<file path="config.mk">
export PLATFORM = sky130hd
export DESIGN_NAME = act_mem_rd_streamer
export DESIGN_NICKNAME = d
export VERILOG_FILES = /design/src/rtl/act_mem_rd_streamer.sv
export SDC_FILE = /design/constraint.sdc
export NUM_CORES = 1
export LEC_CHECK = 0
export BUFFER_PORTS_ARGS = -buffer_cell sky130_fd_sc_hd__buf_2
export CAP_MARGIN = 5
export CELL_PAD_IN_SITES_DETAIL_PLACEMENT = 1
export CELL_PAD_IN_SITES_GLOBAL_PLACEMENT = 1
export CORE_MARGIN = 2
export CORE_UTILIZATION = 40
export CTS_CLUSTER_SIZE = 20
export DETAILED_ROUTE_END_ITERATION = 10
export GPL_TIMING_DRIVEN = 0
export PLACE_DENSITY = 0.72
export SETUP_SLACK_MARGIN = 0.3
export SLEW_MARGIN = 20
export SYNTH_ARGS = -nofsm -noshare
export SYNTH_HDL_FRONTEND = slang
export SYNTH_SLANG_ARGS = --single-unit
</file>
<file path="constraint.sdc">
create_clock -name clk -period 6.2 [get_ports clk]
set_input_delay 0.62 -clock clk [delete_from_list [all_inputs] [get_ports clk]]
set_output_delay 0.62 -clock clk [all_outputs]
set_load 0.02 [all_outputs]
</file>
<file path="src/rtl/act_mem_rd_streamer.sv">
// Activation memory read streamer: walks base+k*stride, captures read data into a
// credit-protected FIFO and streams it out over valid/ready. Optional ACT_STREAMER_ZERO_PAD_EN.
module act_mem_rd_streamer #(
    parameter int unsigned SRAM_numBit         = 8,
    parameter int unsigned SRAM_blocks_per_row = 4,
    parameter int unsigned SRAM_totalWordAddr  = 10,
    parameter int unsigned FIFO_DEPTH          = 4,
    parameter int unsigned LEN_W               = 12
) (
    input  logic                                        clk,
    input  logic                                        reset,
    input  logic                                        start,
    input  logic                                        clear,
    input  logic [SRAM_totalWordAddr-1:0]               cfg_base,
    input  logic [SRAM_totalWordAddr-1:0]               cfg_stride,
    input  logic [LEN_W-1:0]                            cfg_len,
`ifdef ACT_STREAMER_ZERO_PAD_EN
    input  logic [3:0]                                  cfg_pad_pre,
    input  logic [3:0]                                  cfg_pad_post,
`endif
    input  logic                                        mem_ext_rd,
    output logic                                        rd_enable,
    output logic [SRAM_totalWordAddr-1:0]               rd_addr,
    input  logic [SRAM_numBit*SRAM_blocks_per_row-1:0]  rd_data,
    output logic                                        out_valid,
    output logic [SRAM_numBit*SRAM_blocks_per_row-1:0]  out_data,
    input  logic                                        out_ready,
    output logic                                        busy,
    output logic                                        done
);

    localparam int unsigned DW = SRAM_numBit * SRAM_blocks_per_row;
    localparam int unsigned AW = SRAM_totalWordAddr;
    localparam int unsigned PW = $clog2(FIFO_DEPTH);
    localparam int unsigned CW = PW + 1;
    localparam int unsigned TW = LEN_W + 1;
    localparam logic [CW:0] DEPTH_C = (CW + 1)'(FIFO_DEPTH);

    typedef enum logic [2:0] {
        S_IDLE,
        S_PRE,
        S_RUN,
        S_POST,
        S_DRAIN
    } state_t;

    state_t         state_q, state_d;
    logic [LEN_W-1:0] len_q, len_d;
    logic [AW-1:0]  stride_q, stride_d;
    logic [AW-1:0]  next_addr_q, next_addr_d;
    logic [AW-1:0]  last_addr_q, last_addr_d;
    logic [LEN_W-1:0] issued_q, issued_d;
    logic [TW-1:0]  popped_q, popped_d;
    logic [TW-1:0]  total_q, total_d;
    logic           inflight_q, inflight_d;
    logic           busy_q, busy_d;
    logic           done_q, done_d;
    logic [PW-1:0]  wr_ptr_q, wr_ptr_d;
    logic [PW-1:0]  rd_ptr_q, rd_ptr_d;
    logic [CW-1:0]  count_q, count_d;
    logic [DW-1:0]  mem_q [FIFO_DEPTH];
`ifdef ACT_STREAMER_ZERO_PAD_EN
    logic [3:0]     pre_left_q, pre_left_d;
    logic [3:0]     post_left_q, post_left_d;
`endif

    logic [CW:0]    occ;
    logic           credit_ok;
    logic           issue;
    logic           zero_push;
    logic           push;
    logic           pop;
    logic           wr_en;
    logic [DW-1:0]  wr_data;
    logic [TW-1:0]  tot_cfg;
    state_t         first_state;
    state_t         after_run;

    assign out_valid = (count_q != '0);
    assign out_data  = out_valid ? mem_q[rd_ptr_q] : '0;
    assign rd_enable = issue;
    assign rd_addr   = issue ? next_addr_q : last_addr_q;
    assign busy      = busy_q;
    assign done      = done_q;

    // Credits count both buffered words and the read whose data returns next edge.
    always_comb begin
        occ       = {1'b0, count_q} + {{CW{1'b0}}, inflight_q};
        credit_ok = (occ < DEPTH_C);
        issue     = (state_q == S_RUN) && !mem_ext_rd && credit_ok && (issued_q < len_q);
`ifdef ACT_STREAMER_ZERO_PAD_EN
        zero_push = ((state_q == S_PRE) || (state_q == S_POST)) && !inflight_q && credit_ok;
        tot_cfg   = TW'(cfg_len) + TW'(cfg_pad_pre) + TW'(cfg_pad_post);
        if (cfg_pad_pre != '0) begin
            first_state = S_PRE;
        end else if (cfg_len != '0) begin
            first_state = S_RUN;
        end else begin
            first_state = S_POST;
        end
        after_run = (post_left_q != '0) ? S_POST : S_DRAIN;
`else
        zero_push   = 1'b0;
        tot_cfg     = TW'(cfg_len);
        first_state = S_RUN;
        after_run   = S_DRAIN;
`endif
        push    = inflight_q || zero_push;
        pop     = out_valid && out_ready;
        wr_en   = push && !clear;
        wr_data = inflight_q ? rd_data : '0;
    end

    always_comb begin
        state_d     = state_q;
        len_d       = len_q;
        stride_d    = stride_q;
        next_addr_d = next_addr_q;
        last_addr_d = last_addr_q;
        issued_d    = issued_q;
        popped_d    = popped_q;
        total_d     = total_q;
        inflight_d  = issue;
        busy_d      = busy_q;
        done_d      = 1'b0;
        wr_ptr_d    = wr_ptr_q;
        rd_ptr_d    = rd_ptr_q;
        count_d     = count_q;
`ifdef ACT_STREAMER_ZERO_PAD_EN
        pre_left_d  = pre_left_q;
        post_left_d = post_left_q;
`endif

        if (issue) begin
            next_addr_d = next_addr_q + stride_q;
            last_addr_d = next_addr_q;
            issued_d    = issued_q + LEN_W'(1);
        end
        if (push) begin
            wr_ptr_d = wr_ptr_q + PW'(1);
        end
        if (pop) begin
            rd_ptr_d = rd_ptr_q + PW'(1);
            popped_d = popped_q + TW'(1);
        end
        case ({push, pop})
            2'b10:   count_d = count_q + CW'(1);
            2'b01:   count_d = count_q - CW'(1);
            default: count_d = count_q;
        endcase

        case (state_q)
            S_IDLE: begin
                if (start) begin
                    len_d       = cfg_len;
                    stride_d    = cfg_stride;
                    next_addr_d = cfg_base;
                    issued_d    = '0;
                    popped_d    = '0;
                    total_d     = tot_cfg;
`ifdef ACT_STREAMER_ZERO_PAD_EN
                    pre_left_d  = cfg_pad_pre;
                    post_left_d = cfg_pad_post;
`endif
                    if (tot_cfg == '0) begin
                        done_d = 1'b1;
                    end else begin
                        busy_d  = 1'b1;
                        state_d = first_state;
                    end
                end
            end
`ifdef ACT_STREAMER_ZERO_PAD_EN
            S_PRE: begin
                if (zero_push) begin
                    pre_left_d = pre_left_q - 4'd1;
                    if (pre_left_q == 4'd1) begin
                        if (len_q != '0) begin
                            state_d = S_RUN;
                        end else begin
                            state_d = (post_left_q != '0) ? S_POST : S_DRAIN;
                        end
                    end
                end
            end
            S_POST: begin
                if (zero_push) begin
                    post_left_d = post_left_q - 4'd1;
                    if (post_left_q == 4'd1) begin
                        state_d = S_DRAIN;
                    end
                end
            end
`endif
            S_RUN: begin
                if (issue && (issued_q + LEN_W'(1) == len_q)) begin
                    state_d = after_run;
                end
            end
            S_DRAIN: begin
                if (pop && (popped_q + TW'(1) == total_q)) begin
                    state_d = S_IDLE;
                    busy_d  = 1'b0;
                    done_d  = 1'b1;
                end
            end
            default: state_d = S_IDLE;
        endcase

        // Abort drops buffered words and the data of any read issued this cycle.
        if (clear) begin
            state_d     = S_IDLE;
            len_d       = '0;
            stride_d    = '0;
            next_addr_d = '0;
            last_addr_d = '0;
            issued_d    = '0;
            popped_d    = '0;
            total_d     = '0;
            inflight_d  = 1'b0;
            busy_d      = 1'b0;
            done_d      = 1'b0;
            wr_ptr_d    = '0;
            rd_ptr_d    = '0;
            count_d     = '0;
`ifdef ACT_STREAMER_ZERO_PAD_EN
            pre_left_d  = '0;
            post_left_d = '0;
`endif
        end
    end

    always_ff @(posedge clk or posedge reset) begin
        if (reset) begin
            state_q     <= S_IDLE;
            len_q       <= '0;
            stride_q    <= '0;
            next_addr_q <= '0;
            last_addr_q <= '0;
            issued_q    <= '0;
            popped_q    <= '0;
            total_q     <= '0;
            inflight_q  <= 1'b0;
            busy_q      <= 1'b0;
            done_q      <= 1'b0;
            wr_ptr_q    <= '0;
            rd_ptr_q    <= '0;
            count_q     <= '0;
`ifdef ACT_STREAMER_ZERO_PAD_EN
            pre_left_q  <= '0;
            post_left_q <= '0;
`endif
            for (int unsigned i = 0; i < FIFO_DEPTH; i++) begin
                mem_q[i] <= '0;
            end
        end else begin
            state_q     <= state_d;
            len_q       <= len_d;
            stride_q    <= stride_d;
            next_addr_q <= next_addr_d;
            last_addr_q <= last_addr_d;
            issued_q    <= issued_d;
            popped_q    <= popped_d;
            total_q     <= total_d;
            inflight_q  <= inflight_d;
            busy_q      <= busy_d;
            done_q      <= done_d;
            wr_ptr_q    <= wr_ptr_d;
            rd_ptr_q    <= rd_ptr_d;
            count_q     <= count_d;
`ifdef ACT_STREAMER_ZERO_PAD_EN
            pre_left_q  <= pre_left_d;
            post_left_q <= post_left_d;
`endif
            if (wr_en) begin
                mem_q[wr_ptr_q] <= wr_data;
            end
        end
    end

endmodule

</file>
After elaboration in Yosys (flattened, before gate mapping)
Cells that the tools add are included.
Widths: inputs -> output; s select.

cells by class
  div/mod/pow operators = 0
  bitwise logic cells = 2
  reduce and logical (&&, ||, !) cells = 22
  multipliers = 0
  mux-type cells = 54
  equal/unequal tests = 10
  magnitude comparators = 5
  shift operators = 0
  add/subtract/negate cells = 8

operators with widths
  operator               number
  $mux 32                5
  $bwmux 128             1
  $mux 13                7
  $mux 10                9
  $mux 12                7
  $bmux 32 s2            1
  $demux 32 s2           1
  $mux 3                 6
  $add 13x1->13 const B  1
  $eq 13x13->1           1
  $logic_not 13->1       1
  $add 12x1->12 const B  1
  $eq 12x12->1           1
  $lt 12x12->1           1
  $add 10x10->10         1
  $mux 1                 9
  $ne 3x3->1 const B     3
  $pmux 3 s3             1
  $reduce_bool 3->1      3
  $logic_and 1x1->1      8
  $mux 2                 4
  $reduce_and 4->1       2
  $reduce_bool 2->1      4
  $ge 3x3->1 const B     2
  other kinds (17)       21

word-level totals
  memories = 0
  output and inout port bits = 46
  register bits = 221
  memory bits (writable) = 0
  bits of input ports = 70
  bits in read-only memories = 0
  word-level logic and storage cells = 119
  latch bits = 0

Logic depth before layout (Yosys ltp)
Gate-level depths: netlist of run 1.

  word-level depth = 8
  depth in mapped cells = 13
  gate-level depth less buffers = 10

Worst setup path after synthesis of run 1
OpenSTA, ideal clock, no wires.

  path kind = register -> output
  start point = reg total_q[11] (netlist name)
  end point = out rd_addr[1]
  stages on the path, launching flop included = 9
  slack = 3.412 ns
  required time = 5.580 ns
  data arrival time = 2.168 ns
  buffers on the path = 1
  cells stage by stage = dfrtp_1 > inv_1 > ha_1 > a211oi_1 > nand4_1 > a211oi_2 > a21bo_4 > buf_2 > o21ai_0

RTL lines
  element        RTL line  source
  end, declared  23        output logic [SRAM_totalWordAddr-1:0] rd_addr,

==> summary.txt, run 1 <==
Timing
  • TNS Setup: 0 ns
  • Min cycle time layout: 3.721 ns
  • Setup Viol. Count Final: 0
  • F_max: 268.8 MHz
  • RSZ-0062 raised after global routing: false
  • Final Max Slew Viols: 0
  • Final hold vios: 0
  • Final setup margin: 2.479 ns
  • Final Skew: 0.01008 ns
  • Final worst path period share: 60.01%
  • Slew @ Worst Pin: 0.7940 ns
  • Max_slew headroom: 47.06%

Clock tree
  • Worst-skew pair later-pin latency: 0.52 ns
  • TritonCTS buffer count: 25
  • Post-cts resize count: 0
  • # Post-CTS Setup Buffers: 0
  • Cts hold-fix bufs: 0
  • Clk slew on worst S/H paths: 0.07 ns
  • Max clock buf depth: 3
  • Clock sink count: 207
  • Root buf cell: clkbuf_16
  • CTS tree: done
  • CTS H-tree depth: 1

Drt
  • DRT Pass-1 Iters: 4
  • Via count: 7786
  • Drt via density: 5.414
  • # DRC: 0
  • Final ANT Viol Nets: 0
  • Routed WL: 27730 microns
  • Post-DR wirelength/cell: 19.28 microns
  • Initial DRC Count: 263

Hold path
  • Type of the most critical hold path: primary input to asynchronous set/reset pin

Logic synthesis
  • Syn_nets: 1032
  • Sequential fraction of the synthesis area: 47.97%
  • Flops & latches, synth: 207
  • Top FF cell, synth: dfrtp_1
  • Async set-reset flop share out of synthesis: 100.0%
  • Unique cell type count in the Yosys netlist: 66
  • Synth warnings: 0
  • EDFF count, synth: 0
  • Post-synthesis cell area: 10800 sq um
  • Cells after Synth: 933
  • Mean Syn Cell Area: 11.57 sq um

Die
  • Top-Level Pins: 116
  • Core area: 26730 sq um
  • DIE HEIGHT: 168.3 microns
  • Initial Util: 40.41%
  • Die ar.: 28330 sq um
  • Die Wd: 168.3 microns
  • # rows: 60

Global route
  • Gr usage total: 20.14%
  • Initial antenna violation count: 1
  • First-pass GRT wire length: 45570 microns
  • Congestion Overflow GR: 0
  • Number of global-route vias before repair: 8451
  • Pin count of the biggest net entering global routing: 33

Setup path
  • Reg-to-reg startpoint: count_q[0]$_DFFE_PP0P_
  • CP Class: flip-flop to output port
  • CP arrival: 3.10 ns
  • R2R depth: 10
  • RR Endpoint: count_q[2]$_DFFE_PP0P_
  • Worst setup endpoint: rd_addr[7]
  • Worst-path maximum fanout: 10
  • Worst reg2reg setup slack: 3.28 ns
  • CP startpoint kind: flip-flop
  • CP Capture Type: output port
  • CP startpoint: total_q[6]$_DFFE_PP0P_
  • Worst EP required: 5.58 ns

Run status
  • Outcome: finished, final reports clean

Placed design
  • Setup Slack @ Placement: 3.012 ns
  • Port buffer count: 114
  • Post-DP HPWL: 20060 microns
  • Routability cong.: 0.8322

Final layout
  • Nets: 1180
  • Most common cell after layout, fill and taps aside: dfrtp_1
  • Ratio of cells with drive above 1 in the final layout: 32.73%
  • Area Overhead vs Synth: 18.01%
  • Antenna diodes: 0
  • Most frequent cells in the layout: 207 x dfrtp_1, 137 x mux2_2, 126 x buf_2

Flow run
  • Max_cap viols: 0

Pwr
  • Peak VDD IR: 0.0002033 V
  • Power Total: 4223 uW
  • Power per cell area: 331.4 nW/um^2
  • Leak Pwr: 0.005966 uW
-- area by class of cell --
cell class	instances	area, sq um
buffer	55	236.5
clock buffer	35	733.2
clock inverter	8	70.07
fill	2905	13980
inverter	27	110.1
multi-input combinational	644	5276
sequential	207	5180
tap	341	426.7
timing repair buffer	121	710.7
-- worst max-delay path, cell delays in order (launching register included) --
cell,delay [ns]
dfrtp_1,0.32
clkbuf_1,0.32
inv_1,0.12
ha_1,0.31
nand2_1,0.09
o21ai_0,0.10
a211oi_2,0.25
a21bo_4,0.30
inv_6,0.10
buf_6,0.17
mux2_2,0.35
buf_2,0.16
-- per-stage QoR --
stage,instances,util [%],cell area [sq um],hold slack (ns)
floorplan,933,-,10800,0.4738
global placement,1388,44.15,11800,0.4825
detailed placement,1395,44.68,11940,0.4874
CTS,1438,47.68,12740,0.04129
global route,1438,47.68,12740,0.04754
finish,1438,47.68,12740,0.04079
-- power breakdown --
group	internal, uW	switching [uW]
Combinational	548	629
Sequential	1510	99.9
Clock	859	575
-- how the worst min path moves through the flow --
| stage | startpoint | endpoint | slack (ns) | depth (start not counted) |
|---|---|---|---|---|
| 2_1_floorplan | mem_q[62]$_DFFE_PP0P_ | mem_q[62]$_DFFE_PP0P_ | 0.47 | 1 |
| 3_3_place_gp | mem_q[68]$_DFFE_PP0P_ | mem_q[68]$_DFFE_PP0P_ | 0.48 | 1 |
| 3_5_place_dp | mem_q[61]$_DFFE_PP0P_ | mem_q[61]$_DFFE_PP0P_ | 0.49 | 1 |
| 4_1_cts | reset | mem_q[69]$_DFFE_PP0P_ | 0.04 | 2 |
| 5_1_grt | reset | mem_q[72]$_DFFE_PP0P_ | 0.05 | 2 |
| 6_report | reset | mem_q[68]$_DFFE_PP0P_ | 0.04 | 2 |
-- cell usage after synthesis, drive strengths merged (2+ instances only) --
library cell	count	share of area (%)
mux2	137	14
nor4	10	0.58
nand4	8	0.46
a21oi	52	2.4
nor3b	2	0.14
nand2b	4	0.23
a211oi	8	0.60
a31oi	3	0.17
nor4b	2	0.16
o31ai	3	0.21
o22ai	3	0.17
mux4	32	6.7
o32ai	2	0.23
buf	26	1.2
nor3	13	0.65
nand3b	2	0.14
a311oi	4	0.32
a221oi	2	0.16
inv	27	0.98
ha	27	3.1
nor2	56	1.9
xnor2	35	2.8
or3	12	0.74
nand2	82	2.9
and2	48	2.8
and3	8	0.51
xor2	18	1.5
dfrtp	207	48
nand3	16	0.90
fa	2	0.37
nor2b	4	0.23
a211o	2	0.16
clkbuf	29	1.0
o21ai	21	1.0
mux2i	7	0.65
-- registers in the layout (all words and copies together) (netlist names) --
| signal | flops |
|---|---|
| count_q | 3 |
| rd_ptr_q | 2 |
| last_addr_q | 10 |
| state_q | 2 |
| stride_q | 10 |
| total_q | 12 |
| busy | 1 |
| mem_q | 128 |
| wr_ptr_q | 2 |
| issued_q | 12 |
| next_addr_q | 10 |
| popped_q | 13 |
| inflight_q | 1 |
| done | 1 |
-- metal layers --
metal	vias to the layer above	GRT usage, %	routed length [microns]
met4	2	5.510	711
met1	4008	27.25	12680
li1	3609	-	-
met3	47	2.609	858
met2	120	34.23	13480
met5	-	0	7
-- kinds of logic (layout without fill, tap and decap cells) --
kind of cell / after synthesis / in the layout / share of synthesized area (%)
xor gates and xnor gates: 53 / 53 / 4.298
muxes: 176 / 176 / 21.61
AOI/OAI and AO/OA: 113 / 113 / 6.651
buffers and inverters: 82 / 246 / 3.175
and+or+nand+nor: 273 / 273 / 12.80
adders and majority gates: 29 / 29 / 3.499
DFF: 207 / 207 / 47.97
(Power assumes the default switching activity.)
==> run 2, diff against run 1 <==
PLACE_DENSITY = 0.69   (was 0.72)
clock period = 3.69 ns   (was 6.2 ns; I/O delays follow)
==> run 2 against run 1 <==
Effect of this change:
- wire length up 2.7%
- largest cell class unchanged
- setup slack worse by 2.1 ns
- sequential cell count unchanged
- first-iteration DRC count up 33%
- die area unchanged
==> summary.txt, run 2 (synthesized netlist as in run 1, its figures left out) <==
Flow run
  • Max_cap viols: 0

Final layout
  • Ratio of cells with drive above 1 in the final layout: 33.48%
  • Most common cell after layout, fill and taps aside: dfrtp_1
  • Nets: 1185
  • Antenna diodes: 0
  • Fin cells: 1443
  • Most frequent cells in the layout: 202 x dfrtp_1, 137 x mux2_2, 126 x buf_2
  • Area Overhead vs Synth: 18.89%
  • Reg with most FFs: mem_q
  • Final core occ: 48.04%
  • Top flop regs: mem_q x128, popped_q x13
  • Number of flip-flops in the largest register: 128
  • Design Area, Final: 12840 sq um

Placed design
  • Dpl cells: 1395
  • DP Area: 11940 sq um
  • Port buffer count: 114
  • Post-DP HPWL: 20290 microns
  • Routability cong.: 0.8343

Timing
  • Max_slew headroom: 47.81%
  • Final Skew: 0.01269 ns
  • Final hold vios: 0
  • Min cycle time layout: 3.280 ns
  • Final worst path period share: 88.88%
  • F_max: 304.9 MHz
  • RSZ-0062 raised after global routing: false
  • Final Max Slew Viols: 0
  • Setup Viol. Count Final: 0
  • Slew @ Worst Pin: 0.7829 ns

Setup path
  • Worst reg2reg setup slack: 0.70 ns
  • Worst-path maximum fanout: 10
  • CP max-delay cell: dfrtp_2
  • CP Class: flip-flop to output port
  • CP startpoint kind: flip-flop
  • Reg-to-reg startpoint: count_q[0]$_DFFE_PP0P_
  • Crit path cell chain: inv_1 -> ha_4 -> a211oi_2 -> nand4_1 -> a211oi_2 -> a21bo_4 -> inv_6 -> buf_8 -> mux2_2 -> buf_2
  • CP arrival: 2.91 ns
  • Largest stage delay on the critical path: 0.44 ns
  • CP Capture Type: output port
  • CP startpoint: total_q[11]$_DFFE_PP0P_
  • CP delay by family, top: compound AO/OA/AOI/OAI gates
  • Crit-path most repeated cell: a211oi_2
  • WP buf/inv: 4
  • Worst EP required: 3.32 ns

Clock tree
  • Clock sink count: 207
  • Root buf cell: clkbuf_16
  • Worst-skew pair later-pin latency: 0.54 ns
  • Clk slew on worst S/H paths: 0.06 ns
  • CTS H-tree depth: 1
  • CTS tree: done
  • Max clock buf depth: 3
  • TritonCTS buffer count: 25

Drt
  • Post-DR wirelength/cell: 19.73 microns
  • # DRC: 0
  • Drt via density: 5.397
  • Initial DRC Count: 349
  • Via count: 7788
  • Routed WL: 28480 microns
  • Final ANT Viol Nets: 0
  • DRT Pass-1 Iters: 4

Die
  • Initial Util: 40.41%
  • Die Wd: 168.3 microns
  • Top-Level Pins: 116
  • Die ar.: 28330 sq um
  • DIE HEIGHT: 168.3 microns
  • # rows: 60
  • Core area: 26730 sq um

Pwr
  • Peak VDD IR: 0.0004029 V
  • Leak Pwr: 0.006000 uW
  • Power per cell area: 560.0 nW/um^2

Global route
  • Congestion Overflow GR: 0
  • Gr usage total: 20.57%
  • Initial antenna violation count: 1
  • Pin count of the biggest net entering global routing: 32
  • Number of global-route vias before repair: 8494
  • First-pass GRT wire length: 46840 microns

Run status
  • Outcome: finished, final reports clean

Hold path
  • Worst hold start: cfg_stride[7]
  • Type of the most critical hold path: primary input to flip-flop
-- run 2: changes by cell type in the layout (fill, tap and decap cells not counted), sizes merged --
cell | previous run | this run
clkbuf | 64 | 65
clkinv | 5 | 3
dlygate4sd3 | 0 | 1
bufinv | 1 | 2
buf | 147 | 151
inv | 26 | 27
clkinvlp | 3 | 2
-- run 2: final timing paths --
check / cells past startpoint / end
max in group asynchronous: 5 / mem_q[119]$_DFFE_PP0P_
worst min register to register: 1 / mem_q[37]$_DFFE_PP0P_
min in group asynchronous: 3 / mem_q[101]$_DFFE_PP0P_
worst min-delay path: 3 / stride_q[7]$_DFFE_PP0P_
worst max register to register: 10 / count_q[2]$_DFFE_PP0P_
worst max-delay path: 10 / rd_addr[7]
-- run 2: worst min-delay path: cells and delay by family --
family	cells	cell delay [ns]
compound gates	1	0.05
buf+inv	1	0.10
simple gates	1	0.04
-- run 2: per-layer routing --
| metal | GRT usage [%] | up-vias | wire length, microns |
|---|---|---|---|
| met5 | 0 | - | 11 |
| met4 | 3.486 | 2 | 318 |
| met3 | 3.032 | 30 | 1154 |
| met2 | 35.78 | 129 | 14230 |
| met1 | 27.77 | 4011 | 12760 |
| li1 | - | 3616 | - |
-- run 2: cell type report --
cell class	count	area, sq um
buffer	55	241.5
clock buffer	36	726.9
clock inverter	7	102.6
fill	2917	13890
inverter	27	110.1
multi-input combinational	644	5294
sequential	207	5186
tap	341	426.7
timing repair buffer	126	750.7
-- run 2: timing repair --
| action | CTS | global route |
|---|---|---|
| endpoints found under the setup margin | 10 | 3 |
| setup buffers | 1 | 3 |
| hold endpoints to repair | 22 | 0 |
| resized for setup | 5 | 5 |
| hold buffers | 1 | 0 |
-- run 2: stage by stage --
step	hold slack, ns	total power [uW]	setup slack [ns]	TNS (ns)
2_1_floorplan	0.4738	4103	0.6348	0
5_1_grt	0.06941	7580	0.3101	0
3_5_place_dp	0.4872	4752	0.6831	0
6_report	0.06489	7190	0.4105	0
3_3_place_gp	0.4810	4665	-0.7875	-160.47
4_1_cts	0.05213	7298	0.3073	0
-- run 2: power by group --
group | switching (uW) | internal (uW)
Combinational | 1070 | 927
Clock | 980 | 1510
Sequential | 170 | 2540
==> run 3, diff against run 2 <==
ABC_AREA = 1   (was default)
PLACE_DENSITY = 0.74   (was 0.69)
==> run 3 against run 2 <==
Effect of this change:
- worst hold slack better by 0.0030 ns
- critical path type unchanged
- combinational power grew 70%
- highest routed layer is now met4
- cell count increased by 34%
- sequential share of layout area decreased by 0.72 points
- design area up 1.7%
- critical endpoint is now rd_addr[0]
==> summary.txt, run 3 <==
Run status
  • Outcome: finished, final reports clean

Setup path
  • WP buf/inv: 7
  • Worst EP required: 3.32 ns
  • CP startpoint kind: flip-flop
  • CP delay by family, top: buffers and inverters
  • CP arrival: 2.79 ns
  • Worst-path maximum fanout: 10
  • CP Class: flip-flop to output port
  • CP Capture Type: output port
  • CP max-delay cell: dfrtp_2
  • Largest stage delay on the critical path: 0.41 ns
  • Crit path cell chain: inv_2 -> ha_1 -> nand2_1 -> inv_1 -> nand3_1 -> nor3_1 -> nand2_1 -> nand4_1 -> inv_2 -> buf_6 -> buf_6 -> buf_4 -> a21oi_1 -> buf_2

Logic synthesis
  • EDFF count, synth: 0
  • Mean Syn Cell Area: 7.675 sq um
  • Count leader, synth: nand2_1
  • Area contributors post-synth: dfrtp_1 47%, o21ai_0 11%, nand2_1 9.4%, nor2_1 6.8%, inv_1 5.0%
  • Syn_nets: 1525
  • Area share of the largest cell type after synthesis: 47.33%
  • Cells after Synth: 1426
  • Flops & latches, synth: 207
  • Post-synthesis cell area: 10940 sq um
  • Synth area leader: dfrtp_1
  • Sequential fraction of the synthesis area: 47.33%
  • Synth warnings: 0
  • Top post-synthesis cells by count: 274 x nand2_1, 249 x o21ai_0, 207 x dfrtp_1
  • Async set-reset flop share out of synthesis: 100.0%
  • Unique cell type count in the Yosys netlist: 38
  • Top FF cell, synth: dfrtp_1

Die
  • Die Wd: 169.4 microns
  • Initial Util: 40.72%
  • Top-Level Pins: 116
  • Core area: 26880 sq um
  • Die ar.: 28700 sq um
  • # rows: 60
  • DIE HEIGHT: 169.4 microns

Clock tree
  • CTS tree: done
  • Root buf cell: clkbuf_16
  • CTS H-tree depth: 1
  • TritonCTS buffer count: 26
  • Clock sink count: 207
  • Max clock buf depth: 3
  • Worst-skew pair later-pin latency: 0.53 ns
  • Clk slew on worst S/H paths: 0.06 ns

Final layout
  • Ratio of cells with drive above 1 in the final layout: 13.60%
  • Reg with most FFs: mem_q
  • Fill cells: 3383
  • Most frequent cells in the layout: 274 x nand2_1, 249 x o21ai_0, 206 x dfrtp_1
  • Antenna diodes: 0
  • Most common cell after layout, fill and taps aside: nand2_1
  • Nets: 1678
  • Number of flip-flops in the largest register: 128
  • Top flop regs: mem_q x128, popped_q x13
  • Area Overhead vs Synth: 19.31%

Global route
  • Initial antenna violation count: 0
  • Number of global-route vias before repair: 10920
  • Congestion Overflow GR: 0
  • First-pass GRT wire length: 57000 microns
  • Pin count of the biggest net entering global routing: 34
  • Gr usage total: 24.85%

Drt
  • Final ANT Viol Nets: 0
  • Initial DRC Count: 465
  • Drt via density: 5.231
  • # DRC: 0
  • Post-DR wirelength/cell: 17.82 microns
  • Via count: 10130
  • Routed WL: 34510 microns
  • DRT Pass-1 Iters: 4

Pwr
  • Internal: 5503 uW
  • Clock power frac: 29.9%
  • Psw: 3575 uW
  • Leak Pwr: 0.006374 uW
  • Switching Fraction: 39.38%
  • Sequential Power Share: 32.9%
  • Logic pwr share: 37.2%
  • Peak VDD IR: 0.0003638 V
  • Power per cell area: 695.2 nW/um^2

Timing
  • TNS Setup: 0 ns
  • Final Skew: 0.01465 ns
  • RSZ-0062 raised after global routing: true
  • Slew @ Worst Pin: 0.7816 ns
  • Final setup margin: 0.5306 ns
  • F_max: 316.5 MHz
  • Final worst path period share: 85.62%
  • Final Max Slew Viols: 0
  • Final hold vios: 0
  • Setup Viol. Count Final: 0
  • Min cycle time layout: 3.159 ns
  • Max_slew headroom: 47.61%

Placed design
  • Routability cong.: 0.8392
  • Port buffer count: 114
  • Setup Slack @ Placement: 0.8435 ns
  • Post-DP HPWL: 25280 microns

Flow run
  • Max_cap viols: 0

Hold path
  • Type of the most critical hold path: primary input to flip-flop
-- run 3: changes by cell type in the layout (fill, tap and decap cells not counted), sizes merged, moves of 48 or more --
cell / before / now
and2: 48 / 0
inv: 27 / 149
mux2: 137 / 0
nand2: 82 / 281
nor2: 56 / 205
o21ai: 21 / 249
-- run 3: worst register-to-register path, stage by stage, from the launching register on --
cell and delay, ns:
dfrtp_1 0.45, nor3_2 0.69, inv_2 0.08, nand2_1 0.11, buf_4 0.18, nor2_1 0.09, fa_1 0.39, xor2_1 0.18
xor2_1 0.17, nand2_1 0.07, o21ai_0 0.09
-- run 3: logic make-up (layout without fill, tap and decap cells) --
group / count (synthesis) / count (layout) / synth area share [%]
AO/OA/AOI/OAI: 376 / 376 / 17.99
XOR/XNOR: 14 / 14 / 1.120
adder cells (fa/ha/maj): 29 / 29 / 3.453
buffers and inverters: 223 / 393 / 7.934
flip-flops: 207 / 207 / 47.33
AND/OR/NAND/NOR: 577 / 577 / 22.17
-- run 3: power groups by stage --
stage | clock (uW) | combinational [uW] | sequential (uW)
after floorplan | 0 | 2290 | 2930
after global placement | 0 | 3250 | 2990
after global routing | 2860 | 3800 | 3040
final | 2720 | 3380 | 2980
after CTS | 2780 | 3410 | 2980
after detailed placement | 0 | 3370 | 3010
-- run 3: final timing paths --
path | start | to | slack [ns] | depth (start not counted)
worst max-delay path | total_q[7]$_DFFE_PP0P_ | rd_addr[0] | 0.53 | 14
worst min-delay path | cfg_stride[4] | stride_q[4]$_DFFE_PP0P_ | 0.07 | 3
worst max register to register | count_q[0]$_DFFE_PP0P_ | count_q[2]$_DFFE_PP0P_ | 1.07 | 10
worst min register to register | mem_q[0]$_DFFE_PP0P_ | mem_q[0]$_DFFE_PP0P_ | 0.48 | 2
max in group asynchronous | reset | mem_q[12]$_DFFE_PP0P_ | 2.53 | 5
min in group asynchronous | reset | mem_q[67]$_DFFE_PP0P_ | 0.42 | 3
-- run 3: cell type report --
type                       instances  area (sq um)  share of cell area (%)
sequential                       207          5181                   39.68
multi-input combinational        996          4896                   37.50
clock buffer                      38         807.0                   6.181
timing repair buffer             125         755.7                   5.788
inverter                         152         574.3                   4.398
tap                              341         426.7                   3.268
buffer                            71         302.8                   2.319
clock inverter                     7         113.9                  0.8720
-- run 3: metrics by stage --
stage	std cells	total power [uW]	hold WS (ns)	instance area (sq um)	utilization, %
after floorplan	1426	5217	0.4478	10950	-
after global placement	1881	6238	0.4595	11950	44.45
after detailed placement	1888	6382	0.4126	12090	45.00
after CTS	1935	9171	0.04728	13030	48.49
after global routing	1937	9706	0.05832	13060	48.58
final	1937	9077	0.06790	13060	48.58
-- run 3: timing repair --
| action | 4_1_cts | 5_1_grt |
|---|---|---|
| buffers inserted | 1 | 2 |
| pin swaps | 1 | 1 |
| hold buffers | 1 | 0 |
| endpoints found under the hold margin | 11 | 0 |
| setup endpoints to repair | 9 | 11 |
| gates resized for setup | 0 | 8 |
| gates cloned | 0 | 0 |
-- run 3: metal layers --
layer / vias to the layer above / wire length, microns / GRT usage, %
met5: - / 0 / 0
met4: 0 / 483 / 5.203
met3: 39 / 1127 / 3.055
met2: 171 / 17310 / 44.99
met1: 4971 / 15590 / 31.94
li1: 4952 / - / -
